File: src/rtl/tt_sweep.sv
// Exhaustive truth-table sweeper: drives all 2^N vectors (binary or Gray order),
// holds each HOLD cycles, samples dut_y on the last hold cycle and tallies mismatches.
module tt_sweep #(
    parameter int              N        = 3,
    parameter int              HOLD     = 10,
    parameter int              MODE     = 0,
    parameter logic [2**N-1:0] EXPECTED = 8'hE8
) (
    input  logic         clk,
    input  logic         rst,
    input  logic         start,
    input  logic         dut_y,
    output logic [N-1:0] vec_out,
    output logic         busy,
    output logic         done,
    output logic         pass,
    output logic [N:0]   err_count,
    output logic [N-1:0] first_err,
    output logic         err_seen
);

    localparam int IW = N + 1;
    localparam int HW = (HOLD > 1) ? $clog2(HOLD) : 1;
    localparam logic [IW-1:0] LAST_IDX = IW'(2**N - 1);
    localparam logic [IW-1:0] MAX_ERR  = IW'(2**N);
    localparam logic [HW-1:0] LAST_HOLD = HW'(HOLD - 1);

    typedef enum logic [1:0] {IDLE, APPLY, DONE} state_t;

    state_t        state_q, state_d;
    logic [IW-1:0] idx_q, idx_d;
    logic [HW-1:0] hold_cnt_q, hold_cnt_d;
    logic [IW-1:0] err_count_q, err_count_d;
    logic [N-1:0]  first_err_q, first_err_d;
    logic          err_seen_q, err_seen_d;
    logic [N-1:0]  sel_idx;
    logic [N-1:0]  code;

    // DONE keeps showing the final vector even though idx has already advanced to 2^N.
    always_comb begin
        sel_idx = (state_q == DONE) ? {N{1'b1}} : idx_q[N-1:0];
        code    = (MODE == 1) ? (sel_idx ^ (sel_idx >> 1)) : sel_idx;
        vec_out = (state_q == IDLE) ? '0 : code;
    end

    // NOTE: every next-state signal gets its hold value first, so no path can infer a latch.
    always_comb begin
        state_d     = state_q;
        idx_d       = idx_q;
        hold_cnt_d  = hold_cnt_q;
        err_count_d = err_count_q;
        first_err_d = first_err_q;
        err_seen_d  = err_seen_q;
        unique case (state_q)
            IDLE, DONE: begin
                if (start) begin
                    state_d     = APPLY;
                    idx_d       = '0;
                    hold_cnt_d  = '0;
                    err_count_d = '0;
                    first_err_d = '0;
                    err_seen_d  = 1'b0;
                end
            end
            APPLY: begin
                if (hold_cnt_q == LAST_HOLD) begin
                    if (dut_y != EXPECTED[vec_out]) begin
                        if (err_count_q != MAX_ERR) err_count_d = err_count_q + IW'(1);
                        if (!err_seen_q) begin
                            first_err_d = vec_out;
                            err_seen_d  = 1'b1;
                        end
                    end
                    hold_cnt_d = '0;
                    idx_d      = idx_q + IW'(1);
                    if (idx_q == LAST_IDX) state_d = DONE;
                end else begin
                    hold_cnt_d = hold_cnt_q + HW'(1);
                end
            end
            default: state_d = IDLE;
        endcase
    end

    // NOTE: sequential state uses non-blocking assignments so all flops update together.
    always_ff @(posedge clk) begin
        if (rst) begin
            state_q     <= IDLE;
            idx_q       <= '0;
            hold_cnt_q  <= '0;
            err_count_q <= '0;
            first_err_q <= '0;
            err_seen_q  <= 1'b0;
        end else begin
            state_q     <= state_d;
            idx_q       <= idx_d;
            hold_cnt_q  <= hold_cnt_d;
            err_count_q <= err_count_d;
            first_err_q <= first_err_d;
            err_seen_q  <= err_seen_d;
        end
    end

    assign busy      = (state_q == APPLY);
    assign done      = (state_q == DONE);
    assign pass      = (state_q == DONE) && (err_count_q == '0);
    assign err_count = err_count_q;
    assign first_err = first_err_q;
    assign err_seen  = err_seen_q;

endmodule
File: config.mk
export PLATFORM = sky130hd
export DESIGN_NAME = tt_sweep
export DESIGN_NICKNAME = d
export VERILOG_FILES = /design/src/rtl/tt_sweep.sv
export SDC_FILE = /design/constraint.sdc
export NUM_CORES = 1
export LEC_CHECK = 0
export CORE_MARGIN = 3
export CORE_UTILIZATION = 54
export CTS_CLUSTER_SIZE = 30
export DETAILED_ROUTE_END_ITERATION = 12
export GPL_TIMING_DRIVEN = 0
export PLACE_DENSITY_LB_ADDON = 0.05
export SETUP_SLACK_MARGIN = 0.5
export SYNTH_ARGS = -nofsm -noshare
export SYNTH_HDL_FRONTEND = slang
export SYNTH_SLANG_ARGS = --single-unit
File: constraint.sdc
create_clock -name clk -period 5.1 [get_ports clk]
set_input_delay 1.02 -clock clk [delete_from_list [all_inputs] [get_ports clk]]
set_output_delay 1.02 -clock clk [all_outputs]
set_load 0.01 [all_outputs]
==> run summary, run 1 <==
The most critical setup path has its startpoint at state_q[0]$_SDFFE_PP0P_. The path type of the worst min-delay path was register to register. The wire length of the first global-routing pass is 3660 microns. The antenna diode instance count is 0. Sorting the synthesized cells by area gives the leading types as sky130_fd_sc_hd__dfxtp_1, sky130_fd_sc_hd__ha_1, sky130_fd_sc_hd__nand2_1. Wire length per cell after detailed routing: 12.6 microns. The initial core utilization was 0.618; the final-report setup violation count was 0. The logs give 16 for the initial DRC count and 0.251 for the met1 demand-to-capacity share in global routing. The total power of the final layout was 0.261 mW; the fill cell total of the finished layout was 133. The worst register-to-register path begins at hold_cnt_q[0]$_SDFFE_PP0P_.

The worst setup path is captured at a primary output. For the worst flop-to-flop path, the logic depth is 6. The run finished with clean final reports. At the worst endpoint, the required time is 4.08 ns. The fraction of layout cells with a size suffix above 1 came out at 0.144. The number of global-route vias before repair was 854; the cell depth of the worst min-delay path was 2.

The number of CTS-inserted buffers is 3. Cell chosen for the clock root: sky130_fd_sc_hd__clkbuf_4. After detailed routing, the number of remaining DRC violations is 0.

For the number of slew-limit violations in the final report, the log shows 0. 18 I/O pins were placed. For the maximum vdd ir drop, the log shows 0.165 mV.

Counting along the longest clock path gives a buffer depth of 2. The count of H-tree levels built during CTS is 1, and the data arrival time at the worst-slack endpoint is 1.87 ns. The post-synthesis net count was 127; the combinational fraction of design power was 0.117. The category of the critical setup timing path is register to primary output. The count of hold buffers inserted by post-cts repair is 0, and the highest achievable clock rate is 346 MHz. Summing all placed instances gives a cell area of 1210 sq um.

Pin count of the biggest net entering global routing: 11. For the HPWL reported at the end of detailed placement, the log shows 1590 microns. Multiplexer fraction of the synthesized cell area: 0.00994. Clock-pin slew was measured on the worst setup and hold paths at 0.10 ns. The worst register-to-register path has a setup slack of 3.32 ns.

The post-route clock skew was 0.00424 ns; the via count normalized by instance count was 5.50. The synthesized design contains 0 enable-type register cells. The met3 layer usage reported by global route is 0.0398, and the insertion delay of the later-clocked pin in the worst-skew pair is 0.29 ns. The compound-cell area share of the yosys netlist came out at 0.190. The final cycle utilization of the critical path is 0.566. The weighted congestion reported at the end of routability-driven placement came out at 0.831. The floorplan step defined a die boundary enclosing 2420 sq um. The area share of fa/ha/maj cells after synthesis was 0.0758.

Sum of negative setup slack: 0 ns. The mean cell area of the mapped netlist came out at 8.54 sq um. For this design the total switching power over the nets is 0.0627 mW.

The number of buffers inserted by post-CTS setup repair was 0. At the end of the flow, the number of nets in the layout was 149. The tools report the part of the total power dissipated in sequential elements as 0.550. The power share of the clock group was 0.334.

With fillers left out, the area of the finished cells amounts to 1240 sq um. The global-route usage over all layers is 0.188, and the flop and latch count out of synthesis is 18. The run gives 897 as the total vias in the final route. The fraction of post-synthesis cell area in the top cell type by area is 0.358.

For the pin with the worst max-slew slack, the measured transition is 0.466 ns. The core region is 1630 sq um. The critical-path maximum fanout works out to 10. Once the clock tree was built, the resizer swapped 0 gates to a different size.

Share of synthesized registers carrying an async set or reset: 0. The tools report the capture point of the worst reg-to-reg path as first_err[1]$_SDFFE_PP0P_. The main combinational cell family by area after synthesis is simple AND/OR/NAND/NOR gates.

The tools report the sequential cell area in the final layout as 360 sq um. In this run the power density over the cells is 209 nW/um^2. The mapped netlist covers 1010 sq um. TritonCTS built the clock tree. Across the run, the number of max-cap violations was 0.

Setup repair after global routing left no endpoint under its margin. For this run, the detailed router's first-pass iteration total came to 4. The global routing stage identified its most utilized layer as met2. Number of placement rows: 14.

The width of the die was 49.2 microns. For this design the static power due to leakage is 0.493 nW. Of all cell types, the one taking the most synthesized area is sky130_fd_sc_hd__dfxtp_1.

The met2 track utilization from global routing came out at 0.290. Wires add up to 2060 microns. The run gives 594 sq um as the area of the multi-input gates. For this run the aggregate overflow at the end of global routing stands at 0. The dominant synthesized flop cell is sky130_fd_sc_hd__dfxtp_1. The logs give 18 for the number of clock sinks seen by CTS and 0.198 mW for the internal power of the cells. During synthesis, Yosys emitted a total of 0 warnings. In this run the worst setup path terminates at pass.

The tools report the initial antenna violation count as 0. Tightest slew margin relative to the limit: 0.688. Port buffering added 17 buffers. STA classifies the critical path startpoint as a register. The simple-gate area share of the yosys netlist is 0.278, and the net switching fraction of the power is 0.241. In the synthesized netlist, the number of instances is 118. The xor and xnor area share after synthesis is 0.0360.

The number of distinct library cell variants in the gate-level netlist after synthesis was 39; the vertical die dimension was 49.2 microns. Hold violation count in the final report: 0. The worst path needs 2.89 ns of the cycle, external delays included. The count of nets left with antenna violations once routing finished came out at 0.

The sequential element share of the synthesized area is 0.358. The layout overhead on the synthesized area was 23.5%.
logic make-up (layout without fill, tap and decap cells):
| kind of cell | count (synthesis) | in the layout |
|---|---|---|
| flops | 18 | 18 |
| xor+xnor | 2 | 2 |
| buf+inv | 12 | 33 |
| simple gates | 51 | 51 |
| fa+ha+maj | 6 | 6 |
| compound gates | 28 | 28 |
| mux | 1 | 1 |
through the flow:
| step | utilization | instances | hold WS [ns] | worst slack, ns |
|---|---|---|---|---|
| global placement | 0.741 | 159 | 0.463 | 2.46 |
| global route | 0.763 | 163 | 0.525 | 2.09 |
| CTS | 0.763 | 163 | 0.499 | 2.21 |
| floorplan | - | 118 | 0.449 | 2.95 |
| finish | 0.763 | 163 | 0.497 | 2.21 |
| detailed placement | 0.741 | 159 | 0.483 | 2.45 |
worst max-delay path, cell delays in order, from the launching register on:
cell                              delay, ns
sky130_fd_sc_hd__dfxtp_1               0.31
sky130_fd_sc_hd__buf_4                 0.16
sky130_fd_sc_hd__nand2b_1              0.22
sky130_fd_sc_hd__nor4b_1               0.31
sky130_fd_sc_hd__clkdlybuf4s50_1       0.58
state kept, by name, summed over array words and instances (netlist names):
signal,flops
state_q,2
err_count,4
err_seen,1
hold_cnt_q,4
first_err,3
idx_q,4
Yosys cell counts (2+ instances only):
cell / count
sky130_fd_sc_hd__a211o_1: 2
sky130_fd_sc_hd__a21oi_1: 8
sky130_fd_sc_hd__a32o_2: 3
sky130_fd_sc_hd__and3b_1: 2
sky130_fd_sc_hd__buf_2: 3
sky130_fd_sc_hd__dfxtp_1: 18
sky130_fd_sc_hd__ha_1: 5
sky130_fd_sc_hd__inv_1: 6
sky130_fd_sc_hd__nand2_1: 15
sky130_fd_sc_hd__nand2b_1: 2
sky130_fd_sc_hd__nand3_1: 4
sky130_fd_sc_hd__nor2_1: 7
sky130_fd_sc_hd__nor3_1: 6
sky130_fd_sc_hd__nor4b_1: 2
sky130_fd_sc_hd__o21ai_0: 7
sky130_fd_sc_hd__o22ai_1: 2
sky130_fd_sc_hd__or3_1: 4
cells in the final DEF, fill, tap and decap left out, types with 2 or more instances in the layout:
master / n
sky130_fd_sc_hd__a32o_2: 3
sky130_fd_sc_hd__nor2_1: 7
sky130_fd_sc_hd__nand3_1: 4
sky130_fd_sc_hd__a21oi_1: 8
sky130_fd_sc_hd__inv_1: 6
sky130_fd_sc_hd__clkdlybuf4s50_1: 17
sky130_fd_sc_hd__clkbuf_4: 3
sky130_fd_sc_hd__dfxtp_1: 18
sky130_fd_sc_hd__o22ai_1: 2
sky130_fd_sc_hd__nor4b_1: 2
sky130_fd_sc_hd__nor3_1: 6
sky130_fd_sc_hd__o21ai_0: 7
sky130_fd_sc_hd__a211o_1: 2
sky130_fd_sc_hd__buf_2: 3
sky130_fd_sc_hd__or3_1: 4
sky130_fd_sc_hd__nand2b_1: 2
sky130_fd_sc_hd__and3b_1: 2
sky130_fd_sc_hd__ha_1: 5
sky130_fd_sc_hd__nand2_1: 15
worst min path at each step:
stage,startpoint,to
final,idx_q[3]$_SDFFE_PP0P_,idx_q[3]$_SDFFE_PP0P_
after global routing,idx_q[3]$_SDFFE_PP0P_,idx_q[3]$_SDFFE_PP0P_
after CTS,idx_q[3]$_SDFFE_PP0P_,idx_q[3]$_SDFFE_PP0P_
after detailed placement,idx_q[3]$_SDFFE_PP0P_,idx_q[3]$_SDFFE_PP0P_
after global placement,idx_q[3]$_SDFFE_PP0P_,idx_q[3]$_SDFFE_PP0P_
after floorplan,idx_q[3]$_SDFFE_PP0P_,idx_q[3]$_SDFFE_PP0P_
final cells by class:
cell class	instances	area share
Buffer	5	0.0211
Clock buffer	4	0.0292
Tap cell	24	0.0241
Sequential cell	18	0.290
Multi-Input combinational cell	88	0.478
Inverter	7	0.0211
Timing Repair Buffer	17	0.137
per-layer routing:
| metal | vias up | share of wire | routed length (microns) |
|---|---|---|---|
| li1 | 468 | - | - |
| met1 | 407 | 0.49 | 1020 |
| met2 | 20 | 0.45 | 934 |
| met3 | 2 | 0.045 | 93 |
| met4 | 0 | 0.0063 | 13 |
| met5 | - | 0 | 0 |
power by group through the flow:
stage,sequential (mW),combinational (mW),clock (mW)
after floorplan,0.146,0.0210,0
after global placement,0.146,0.0295,0
after detailed placement,0.146,0.0301,0
after CTS,0.143,0.0302,0.0890
after global routing,0.144,0.0339,0.0975
final,0.143,0.0304,0.0869
(Power assumes the default switching activity.)
==> run 2, diff against run 1 <==
--- a/config.mk
+++ b/config.mk
@@ -6,7 +6,7 @@
 export NUM_CORES = 1
 export LEC_CHECK = 0
 export CORE_MARGIN = 3
-export CORE_UTILIZATION = 54
+export CORE_UTILIZATION = 46
 export CTS_CLUSTER_SIZE = 30
 export DETAILED_ROUTE_END_ITERATION = 12
 export GPL_TIMING_DRIVEN = 0
==> constraint.sdc (replaced) <==
create_clock -name clk -period 2.59 [get_ports clk]
set_input_delay 0.518 -clock clk [delete_from_list [all_inputs] [get_ports clk]]
set_output_delay 0.518 -clock clk [all_outputs]
set_load 0.01 [all_outputs]
==> run 2 against run 1 <==
Net effect:
- first-iteration DRC count up 25%
- clock skew down 0.00099 ns
- setup slack worse by 1.6 ns
- clock power is 54% higher
- global-route usage shrank 0.25 points
- sequential share of layout area fell by 0.36 points
- routed wire length rose by 7.1%
- count of clock-buffer cells in the layout down 1
- combinational power increased by 110%
- power rose by 84%
- critical path type unchanged
- critical endpoint unchanged
- highest routed layer unchanged
==> run summary, run 2 (synthesis results as in run 1) <==
The count of TritonRoute iterations in the first routing pass is 4 (unchanged). The area growth from synthesis to layout is 25.5%. Category of the critical setup timing path: register to primary output. The internal power of the cells was 0.359 mW (+82%); the clock edge transition at the registers on the reported setup and hold paths was 0.10 ns (about the same). The tools report the critical register-to-register path startpoint as hold_cnt_q[1]$_SDFFE_PP0P_. The run finished with clean final reports. Setup repair after global routing left no endpoint under its margin. Most common library cell in the layout ignoring fill and taps: sky130_fd_sc_hd__dfxtp_1. The largest individual stage delay along the critical path comes from the cell sky130_fd_sc_hd__dfxtp_1. The worst setup path is launched from a register. The sum of negative setup slack is 0 ns (unchanged), and the sequential cell area in the final layout is 362 sq um (+0.35%).

The fraction of layout cells with a size suffix above 1 is 0.159 (+0.0155). The run gives 0.573 nW (+16%) as the total leakage power. The combinational fraction of design power was 0.131 (+0.014); the total vias in the final route was 903 (+0.67%). The number of clock sinks seen by CTS came out at 18 (unchanged). The cell chosen for the clock root was sky130_fd_sc_hd__clkbuf_4. Critical-path maximum fanout: 10 (unchanged).

For the remaining design rule violation count, the log shows 0 (unchanged). The min-delay analysis places its worst path in the category register to register. The slew at the pin closest to its max-slew limit is 0.487 ns (+0.0204 ns). The logs give 1630 microns (+2.1%) for the HPWL reported at the end of detailed placement and 18 (unchanged) for the I/O pin count. The run gives 16 (+2) as the number of placement rows. The tightest slew margin relative to the limit was 0.674 (-0.0137); the wire length per cell after detailed routing was 13.4 microns (+5.8%). The net switching fraction of the power was 0.250 (+0.00898). The antenna diode instance count is 0 (unchanged), and the initial antenna violation count is 0 (unchanged).

TritonCTS built the clock tree. The run gives 0.479 mW (+84%) as the total power of the final layout. The number of slew-limit violations in the final report is 0 (unchanged).

The start point of the worst min-delay path was idx_q[3]$_SDFFE_PP0P_. The final cycle utilization of the critical path is 0.766, and the data arrival time at the worst-slack endpoint is 1.47 ns (-0.40 ns). The count of maximum capacitance violations was 0 (unchanged).

The post-route clock skew is 0.00325 ns (-0.000985 ns), and the number of global-route vias before repair is 877 (+2.7%). The deepest clock path buffer count was 2 (unchanged). In the layout the commonest cells are sky130_fd_sc_hd__dfxtp_1, sky130_fd_sc_hd__nand2_1, sky130_fd_sc_hd__clkdlybuf4s50_1, sky130_fd_sc_hd__a21oi_1.

The global-route usage over all layers was 0.185 (-0.00250). The tools report the count of hold buffers inserted by post-cts repair as 0 (unchanged). The port buffer count works out to 17 (unchanged). The smallest clock period supported by the final layout is computed as 1.98 ns. The width of the die is 52.8 microns (+7.3%), and the area of the multi-input gates is 613 sq um (+3.2%).

The logs give 0 (unchanged) for the global-route congestion overflow total and 3820 microns (+4.5%) for the wire length of the first global-routing pass. Die area: 2790 sq um (+15%). For the part of the total power dissipated in sequential elements, the log shows 0.589 (+0.039). The tools report the pin count of the biggest net entering global routing as 11 (unchanged). The number of CTS-inserted buffers is 3 (unchanged), and the initial DRC count is 20 (+4). The power density over the cells is 379 nW/um^2 (+81%). The insertion delay of the later-clocked pin in the worst-skew pair was 0.28 ns (about the same). The run gives 0 (unchanged) as the hold violation count in the final report. The final net count is 149 (unchanged). The via count normalized by instance count works out to 5.47 (-0.55%). The run gives 0.279 (-0.055) as the power share of the clock group.

The tools report the switching power as 0.119 mW (+91%). The maximum vdd ir drop is 0.272 mV (+65%), and the count of H-tree levels built during CTS is 1 (unchanged). The highest achievable clock rate is 504 MHz, and the core region area is 2020 sq um (+24%). Final design utilization: 0.625 (-0.138). Traced cell by cell, the critical path runs through buf_4 > nand2b_4 > nor4b_2 > dlygate4sd2_1. The post-detailed-route count of antenna-violating nets was 0 (unchanged); the setup slack after placement was 0.416 ns (-2.04 ns).

For the final-report setup violation count, the log shows 0 (unchanged). The critical path starts at state_q[0]$_SDFFE_PP0P_. The least setup slack across all paths after layout was 0.605 ns (-1.61 ns); the fill cell total of the finished layout was 179 (+35%). For the initial core utilization, the log shows 0.498 (-0.120). The vertical die dimension came out at 52.8 microns (+7.3%).

The run gives 2210 microns (+7.1%) as the sum of routed wire length over all layers. The tools report the endpoint class of the critical path as a primary output. The run gives 0.816 (-1.8%) as the weighted congestion reported at the end of routability-driven placement. The tools report the required time of the worst setup path as 2.07 ns (-2.01 ns). The delay contributed by the slowest stage of the critical path was 0.31 ns (-0.27 ns).
run 2: changes by cell type in the layout (fill, tap and decap cells not counted), moves of 2 or more:
cell,before,now
sky130_fd_sc_hd__dlygate4sd2_1,0,2
sky130_fd_sc_hd__nand2b_4,0,2
sky130_fd_sc_hd__dlymetal6s2s_1,0,4
sky130_fd_sc_hd__clkdlybuf4s50_1,17,11
run 2: path summary, 6_finish.rpt:
check             slack [ns]                   endpoint  depth (start not counted)
setup reg to reg        0.77  first_err[1]$_SDFFE_PP0P_                          7
hold reg to reg         0.49      idx_q[3]$_SDFFE_PP0P_                          2
hold / removal          0.49      idx_q[3]$_SDFFE_PP0P_                          2
setup / recovery        0.61                       pass                          4
run 2: what timing repair did:
item                                    4_1_cts  5_1_grt
resized for setup                             4        8
buffers inserted                              0        0
endpoints found under the setup margin        6        5
pin swaps                                     0        0
gates cloned                                  0        0
run 2: stage by stage:
stage	hold WS, ns	instances	area (sq um)
final	0.492	165	1260
after global routing	0.533	165	1260
after CTS	0.491	165	1240
after detailed placement	0.476	162	1210
after global placement	0.458	162	1210
after floorplan	0.449	118	1010
run 2: final cells by class:
cell class / instances / area share
clock buffer: 3 / 0.0178
timing repair buffer: 17 / 0.141
inverter: 7 / 0.0228
buffer: 5 / 0.0208
multi-input combinational: 88 / 0.485
sequential: 18 / 0.286
tap: 27 / 0.0267
run 2: metal layers:
| layer | part of all wire | wire, microns | global-route usage |
|---|---|---|---|
| met2 | 0.46 | 1010 | 0.295 |
| met3 | 0.040 | 89 | 0.0342 |
| met4 | 0.0059 | 13 | 0.0511 |
| met5 | 0 | 0 | 0 |
| met1 | 0.50 | 1090 | 0.253 |
run 2: power by group through the flow:
| stage | clock [mW] | combinational (mW) | sequential [mW] |
|---|---|---|---|
| 3_5_place_dp | 0 | 0.0598 | 0.288 |
| 5_1_grt | 0.151 | 0.0701 | 0.283 |
| 4_1_cts | 0.143 | 0.0614 | 0.282 |
| 3_3_place_gp | 0 | 0.0596 | 0.288 |
| 6_report | 0.134 | 0.0628 | 0.282 |
| 2_1_floorplan | 0 | 0.0413 | 0.288 |
run 2: worst max-delay path: cells and delay by family, from the launching register on:
family | cells | cell delay (ns)
buffers and inverters | 2 | 0.45
flip-flops | 1 | 0.31
AND/OR/NAND/NOR | 2 | 0.42
